$ cat src/rtl/dest_demux_fifos_pkg.sv
// Shared definitions for the destination demux / output FIFO stage.
// Holds the default geometry of the block and the destination-bit encoding
// used by the write router.
package dest_demux_fifos_pkg;

  localparam int WIDTH     = 6;  // data word width
  localparam int DEPTH     = 4;  // entries per output FIFO, power of two
  localparam int DEST_BIT  = 4;  // bit of the word that selects D0 / D1
  localparam int AF_THRESH = 3;  // almost-full level driving the pause outputs

  // Value of data_in[DEST_BIT] that selects each output FIFO
  localparam logic DEST_D0 = 1'b0;
  localparam logic DEST_D1 = 1'b1;

endpackage

$ cat src/rtl/dest_demux_fifos_fifo_sync.sv
// fifo_sync: single-clock FIFO with a registered read port.
//
// Ports
//   clk, reset       : clock, synchronous active-high reset
//   wr_en, wr_data   : write request and word
//   rd_en            : read request; ignored while empty
//   rd_data          : registered head word, loaded on an accepted read
//   rd_valid         : 1 in the cycle after an accepted read
//   empty, full      : combinational decodes of count
//   count            : current occupancy, 0..DEPTH
//   overflow         : write attempted while full (word is dropped)
module fifo_sync
  import dest_demux_fifos_pkg::*;
#(
  parameter int WIDTH = dest_demux_fifos_pkg::WIDTH,
  parameter int DEPTH = dest_demux_fifos_pkg::DEPTH
) (
  input  logic                       clk,
  input  logic                       reset,
  input  logic                       wr_en,
  input  logic [WIDTH-1:0]           wr_data,
  input  logic                       rd_en,
  output logic [WIDTH-1:0]           rd_data,
  output logic                       rd_valid,
  output logic                       empty,
  output logic                       full,
  output logic [$clog2(DEPTH):0]     count,
  output logic                       overflow
);

  localparam int PTR_W = $clog2(DEPTH);
  localparam int CNT_W = PTR_W + 1;

  logic [WIDTH-1:0] mem [DEPTH];
  logic [PTR_W-1:0] wr_ptr;
  logic [PTR_W-1:0] rd_ptr;
  logic             do_wr;
  logic             do_rd;

  // Flag decode and accept logic; both decisions use the pre-edge count,
  // so a pop on a full FIFO still drops a concurrent write.
  always_comb begin
    empty    = (count == CNT_W'(0));
    full     = (count == CNT_W'(DEPTH));
    do_wr    = wr_en & ~full;
    do_rd    = rd_en & ~empty;
    overflow = wr_en & full;
  end

  // Storage array; no reset needed since count gates every read of it.
  always_ff @(posedge clk) begin
    if (!reset && do_wr) begin
      mem[wr_ptr] <= wr_data;
    end
  end

  // Pointers (wrap naturally at DEPTH), occupancy and registered read port.
  always_ff @(posedge clk) begin
    if (reset) begin
      wr_ptr   <= '0;
      rd_ptr   <= '0;
      count    <= '0;
      rd_data  <= '0;
      rd_valid <= 1'b0;
    end else begin
      rd_valid <= do_rd;
      if (do_wr) begin
        wr_ptr <= wr_ptr + PTR_W'(1);
      end
      if (do_rd) begin
        rd_ptr  <= rd_ptr + PTR_W'(1);
        rd_data <= mem[rd_ptr];
      end
      case ({do_wr, do_rd})
        2'b10:   count <= count + CNT_W'(1);
        2'b01:   count <= count - CNT_W'(1);
        default: count <= count;  // idle, or write and read cancel out
      endcase
    end
  end

endmodule

$ cat src/rtl/dest_demux_fifos.sv
// dest_demux_fifos: routes each word popped by the VC arbiter into one of
// two output FIFOs (D0/D1) by its destination bit, and feeds back
// almost-full pause signals that the arbiter samples in the same cycle.
//
// Ports
//   clk, reset              : clock, synchronous active-high reset
//   data_in, valid_in       : word from the arbiter mux and its valid
//   D0_pop, D1_pop          : read requests per FIFO
//   Dx_data_out, Dx_valid   : registered read data / valid per FIFO
//   Dx_empty, Dx_full       : combinational occupancy flags
//   Dx_pause                : count >= AF_THRESH, combinational
//   error                   : sticky, set by any write to a full FIFO
module dest_demux_fifos
  import dest_demux_fifos_pkg::*;
#(
  parameter int WIDTH     = dest_demux_fifos_pkg::WIDTH,
  parameter int DEPTH     = dest_demux_fifos_pkg::DEPTH,
  parameter int DEST_BIT  = dest_demux_fifos_pkg::DEST_BIT,
  parameter int AF_THRESH = dest_demux_fifos_pkg::AF_THRESH
) (
  input  logic             clk,
  input  logic             reset,
  input  logic [WIDTH-1:0] data_in,
  input  logic             valid_in,
  input  logic             D0_pop,
  input  logic             D1_pop,
  output logic [WIDTH-1:0] D0_data_out,
  output logic [WIDTH-1:0] D1_data_out,
  output logic             D0_valid,
  output logic             D1_valid,
  output logic             D0_empty,
  output logic             D1_empty,
  output logic             D0_full,
  output logic             D1_full,
  output logic             D0_pause,
  output logic             D1_pause,
  output logic             error
);

  localparam int CNT_W = $clog2(DEPTH) + 1;

  logic             d0_wr;
  logic             d1_wr;
  logic [CNT_W-1:0] d0_count;
  logic [CNT_W-1:0] d1_count;
  logic             d0_overflow;
  logic             d1_overflow;

  // Write demux: exactly one FIFO sees each valid word.
  always_comb begin
    d0_wr = 1'b0;
    d1_wr = 1'b0;
    if (valid_in) begin
      if (data_in[DEST_BIT] == DEST_D0) begin
        d0_wr = 1'b1;
      end else begin
        d1_wr = 1'b1;
      end
    end else begin
      d0_wr = 1'b0;
      d1_wr = 1'b0;
    end
  end

  fifo_sync #(.WIDTH(WIDTH), .DEPTH(DEPTH)) u_fifo_d0 (
    .clk      (clk),
    .reset    (reset),
    .wr_en    (d0_wr),
    .wr_data  (data_in),
    .rd_en    (D0_pop),
    .rd_data  (D0_data_out),
    .rd_valid (D0_valid),
    .empty    (D0_empty),
    .full     (D0_full),
    .count    (d0_count),
    .overflow (d0_overflow)
  );

  fifo_sync #(.WIDTH(WIDTH), .DEPTH(DEPTH)) u_fifo_d1 (
    .clk      (clk),
    .reset    (reset),
    .wr_en    (d1_wr),
    .wr_data  (data_in),
    .rd_en    (D1_pop),
    .rd_data  (D1_data_out),
    .rd_valid (D1_valid),
    .empty    (D1_empty),
    .full     (D1_full),
    .count    (d1_count),
    .overflow (d1_overflow)
  );

  // Pause must be combinational: the arbiter decides its pop this cycle.
  always_comb begin
    D0_pause = (d0_count >= CNT_W'(AF_THRESH));
    D1_pause = (d1_count >= CNT_W'(AF_THRESH));
  end

  // Sticky overflow flag; only reset clears it.
  always_ff @(posedge clk) begin
    if (reset) begin
      error <= 1'b0;
    end else if (d0_overflow || d1_overflow) begin
      error <= 1'b1;
    end else begin
      error <= error;
    end
  end

endmodule

$ cat config.mk
export PLATFORM = sky130hd
export DESIGN_NAME = dest_demux_fifos
export DESIGN_NICKNAME = d
export VERILOG_FILES = /design/src/rtl/dest_demux_fifos_pkg.sv /design/src/rtl/dest_demux_fifos_fifo_sync.sv /design/src/rtl/dest_demux_fifos.sv
export SDC_FILE = /design/constraint.sdc
export NUM_CORES = 1
export LEC_CHECK = 0
export ABC_CLOCK_PERIOD_IN_PS = 3100
export BUFFER_PORTS_ARGS = -buffer_cell sky130_fd_sc_hd__buf_4
export CAP_MARGIN = 40
export CORE_MARGIN = 1
export CORE_UTILIZATION = 50
export CTS_BUF_LIST = sky130_fd_sc_hd__clkbuf_16
export DETAILED_ROUTE_END_ITERATION = 12
export GPL_ROUTABILITY_DRIVEN = 0
export MAX_ROUTING_LAYER = met4
export PLACE_DENSITY = 0.75
export SLEW_MARGIN = 40
export SYNTH_ARGS = -nofsm -noshare
export SYNTH_HDL_FRONTEND = slang
export SYNTH_SLANG_ARGS = --single-unit
$ cat constraint.sdc
create_clock -name clk -period 3.1 [get_ports clk]
set_input_delay 0.465 -clock clk [delete_from_list [all_inputs] [get_ports clk]]
set_output_delay 0.465 -clock clk [all_outputs]
set_load 0.01 [all_outputs]
==> metrics.csv <==
metric,value,unit
area share of the largest cell type after synthesis,0.457,
final global-route overflow total,0,
"Min Clock Period, post-route",2480,ps
share of cells above drive strength 1,0.262,
unrepaired setup endpoints after global routing,false,
FF-to-FF End,u_fifo_d1.count[2]$_SDFFE_PP0P_,
First-pass DRT Iterations,4,
Worst Skew,7.18,ps
worst skew pair latency,330,ps
commonest register cell after synthesis,edfxtp_1,
CP Class,register to register,
CTS tree,built,
part of the power in registers,0.422,
Synth cell types,34,
Syn. warnings,0,
WP data arrival,2740,ps
Setup Buffers After CTS,0,
ys async rst share,0,
Top delay family on crit path,simple AND/OR/NAND/NOR gates,
Setup-failing EPs final,0,
Vias,1810,
initial antenna violation count,0,
Crit. End Element,register,
setup_tns,0,ps
vias per std cell,5.29,
CP Launch Type,register,
TritonCTS Buffers,9,
overall power,3170,uW
die area,6630,um^2
vias in the first global route,1722,
WHS Path Cells,1,
Antenna Cells,0,
R2R setup slack,620,ps
Die Height,81.4,um
clock sink count,77,
"EDFF count, synth",48,
post-place setup slack,642,ps
Worst Tran Pin Value,675,ps
Final Worst Setup Slack,616,ps
# IOs,32,
MaxCap Viol Count,0,
CTS root buffer,clkbuf_16,
GRT busiest layer,met2,
Max H-tree Level,3,
Hold Path Class,input pin to register,
Crit path largest cell delay,430,ps
starting DRC count in detailed routing,73,
CP most frequent cell,inv_1,
Synth-to-Final Area Change,19.9,%
synthesized area,3150,um^2
Worst Hold Launch,data_in[2],
Final Hold Vio Count,0,
number of I/O port buffers,31,
Buf/Inv on CP,2,
GRT Overall Usage,0.192,
Comb pwr share,0.218,
# DRC,0,
Critical-path top delay cell,or3b_4,
cts hold-fix bufs,0,
Switching Share,0.272,
post-synthesis instance total,228,
Max Slew Vio Count,0,
status,"finished, final reports clean",
Area contributors post-synth,"edfxtp_1 (46%), dfxtp_1 (18%), mux4_2 (8.6%), ha_1 (4.0%), a21oi_1 (3.0%)",
worst IR drop on VDD,0.474,mV
register area share after synthesis,0.642,
crit-path max FO,6,
Clock power frac,0.360,
Starting Density,0.526,
first-pass GRT wire length,8690,um
#FFs+latches synth,77,
Post-synth top cells,"edfxtp_1 (48), dfxtp_1 (29), nand2_1 (24)",
R2R depth,9,
dpl hpwl,3490,um
clk slew on worst S/H paths,60,ps
relative slew slack,0.547,
WL final,5410,um
Mapped Avg Cell Area,13.8,um^2
post-cts sizing count,0,
Internal,2310,uW
fin crit share,0.801,
core region area,5990,um^2
"area leader, netlist",edfxtp_1,
global routing usage on met1,0.238,
Worst EP required,3350,ps
CP Cell Sequence,or3b_4 > and3_4 > inv_1 > ha_1 > inv_1 > fa_1 > xor2_1 > or3_2 > a21oi_1,
switching power,860,uW
Die W,81.4,um
Pleak,0.00137,uW
routing usage on met3,0.0517,
final net count,285,
Rows,28,
Hold EP,u_fifo_d0.mem[0][2]$_DFFE_PP_,
power per cell area,838,nW/um^2
Fmax achieved,403,MHz
grt met2 use,0.300,
Post-Synthesis Net Count,251,
wire per inst,15.8,um
post-route antenna net violation count,0,
largest net degree at the start of global routing,34,
r2r startpoint,u_fifo_d1.count[2]$_SDFFE_PP0P_,
cell with the most instances after synthesis,edfxtp_1,
Max clock buf depth,2,
## power groups by stage
| stage | sequential, uW | clock, uW | combinational [uW] |
|---|---|---|---|
| 2_1_floorplan | 1300 | 0 | 507 |
| 3_3_place_gp | 1350 | 0 | 669 |
| 4_1_cts | 1340 | 1160 | 699 |
| 5_1_grt | 1360 | 1210 | 768 |
| 6_report | 1340 | 1140 | 690 |
| 3_5_place_dp | 1360 | 0 | 685 |
## sequential cells by signal (all words and copies together) (netlist names)
| signal | count |
|---|---|
| error | 1 |
| u_fifo_d0.count | 3 |
| u_fifo_d0.mem | 24 |
| u_fifo_d0.rd_data | 6 |
| u_fifo_d0.rd_ptr | 2 |
| u_fifo_d0.rd_valid | 1 |
| u_fifo_d0.wr_ptr | 2 |
| u_fifo_d1.count | 3 |
| u_fifo_d1.mem | 24 |
| u_fifo_d1.rd_data | 6 |
| u_fifo_d1.rd_ptr | 2 |
| u_fifo_d1.rd_valid | 1 |
| u_fifo_d1.wr_ptr | 2 |
## metal layers
| metal | wire (um) | vias to the layer above |
|---|---|---|
| met3 | 223 | 10 |
| met4 | 89 | 0 |
| met1 | 2370 | 884 |
| met2 | 2720 | 36 |
| met5 | 0 | - |
| li1 | - | 880 |
## stage by stage
step | std cells | cell area, um^2 | hold WS (ps) | util
after floorplan | 228 | 3150 | 481 | -
after global placement | 326 | 3440 | 445 | 0.575
after detailed placement | 326 | 3440 | 449 | 0.575
after CTS | 342 | 3780 | 375 | 0.631
after global routing | 342 | 3780 | 377 | 0.631
final | 342 | 3780 | 381 | 0.631
## area by class of cell
cell class / instances / area (um^2)
timing repair buffer: 31 / 233
fill: 449 / 2210
tap: 75 / 93.8
sequential: 77 / 2020
clock inverter: 6 / 83.8
clock buffer: 10 / 250
inverter: 18 / 67.6
multi-input combinational: 125 / 1030
## placed cells by master, fill, tap and decap left out, drive strengths merged, types with 3 or more instances in the layout
cell     n
or3      4
clkbuf  10
nor3b    3
ha      10
o21ai    4
nor3     3
dfxtp   29
mux4    12
nor2    14
clkinv   3
inv     18
a21oi   19
nand2b   3
nand2   24
edfxtp  48
and2     8
xor2     4
buf     31
## worst max path at each step
stage | from | to | slack (ps) | cells after the start
2_1_floorplan | u_fifo_d1.count[2]$_SDFFE_PP0P_ | u_fifo_d1.count[2]$_SDFFE_PP0P_ | 770 | 9
3_3_place_gp | u_fifo_d1.count[2]$_SDFFE_PP0P_ | u_fifo_d1.count[2]$_SDFFE_PP0P_ | 720 | 9
3_5_place_dp | u_fifo_d1.count[2]$_SDFFE_PP0P_ | u_fifo_d1.count[2]$_SDFFE_PP0P_ | 640 | 9
4_1_cts | u_fifo_d1.count[2]$_SDFFE_PP0P_ | u_fifo_d1.count[2]$_SDFFE_PP0P_ | 610 | 9
5_1_grt | u_fifo_d1.count[1]$_SDFFE_PP0P_ | u_fifo_d1.count[2]$_SDFFE_PP0P_ | 450 | 8
6_report | u_fifo_d1.count[2]$_SDFFE_PP0P_ | u_fifo_d1.count[2]$_SDFFE_PP0P_ | 620 | 9
## cell families after synthesis
family / synth area share
compound gates: 0.0572
xor+xnor: 0.0167
fa+ha+maj: 0.0524
buf+inv: 0.0322
flops: 0.642
mux: 0.100
simple gates: 0.0996
Power figures use the tool's default switching activity.
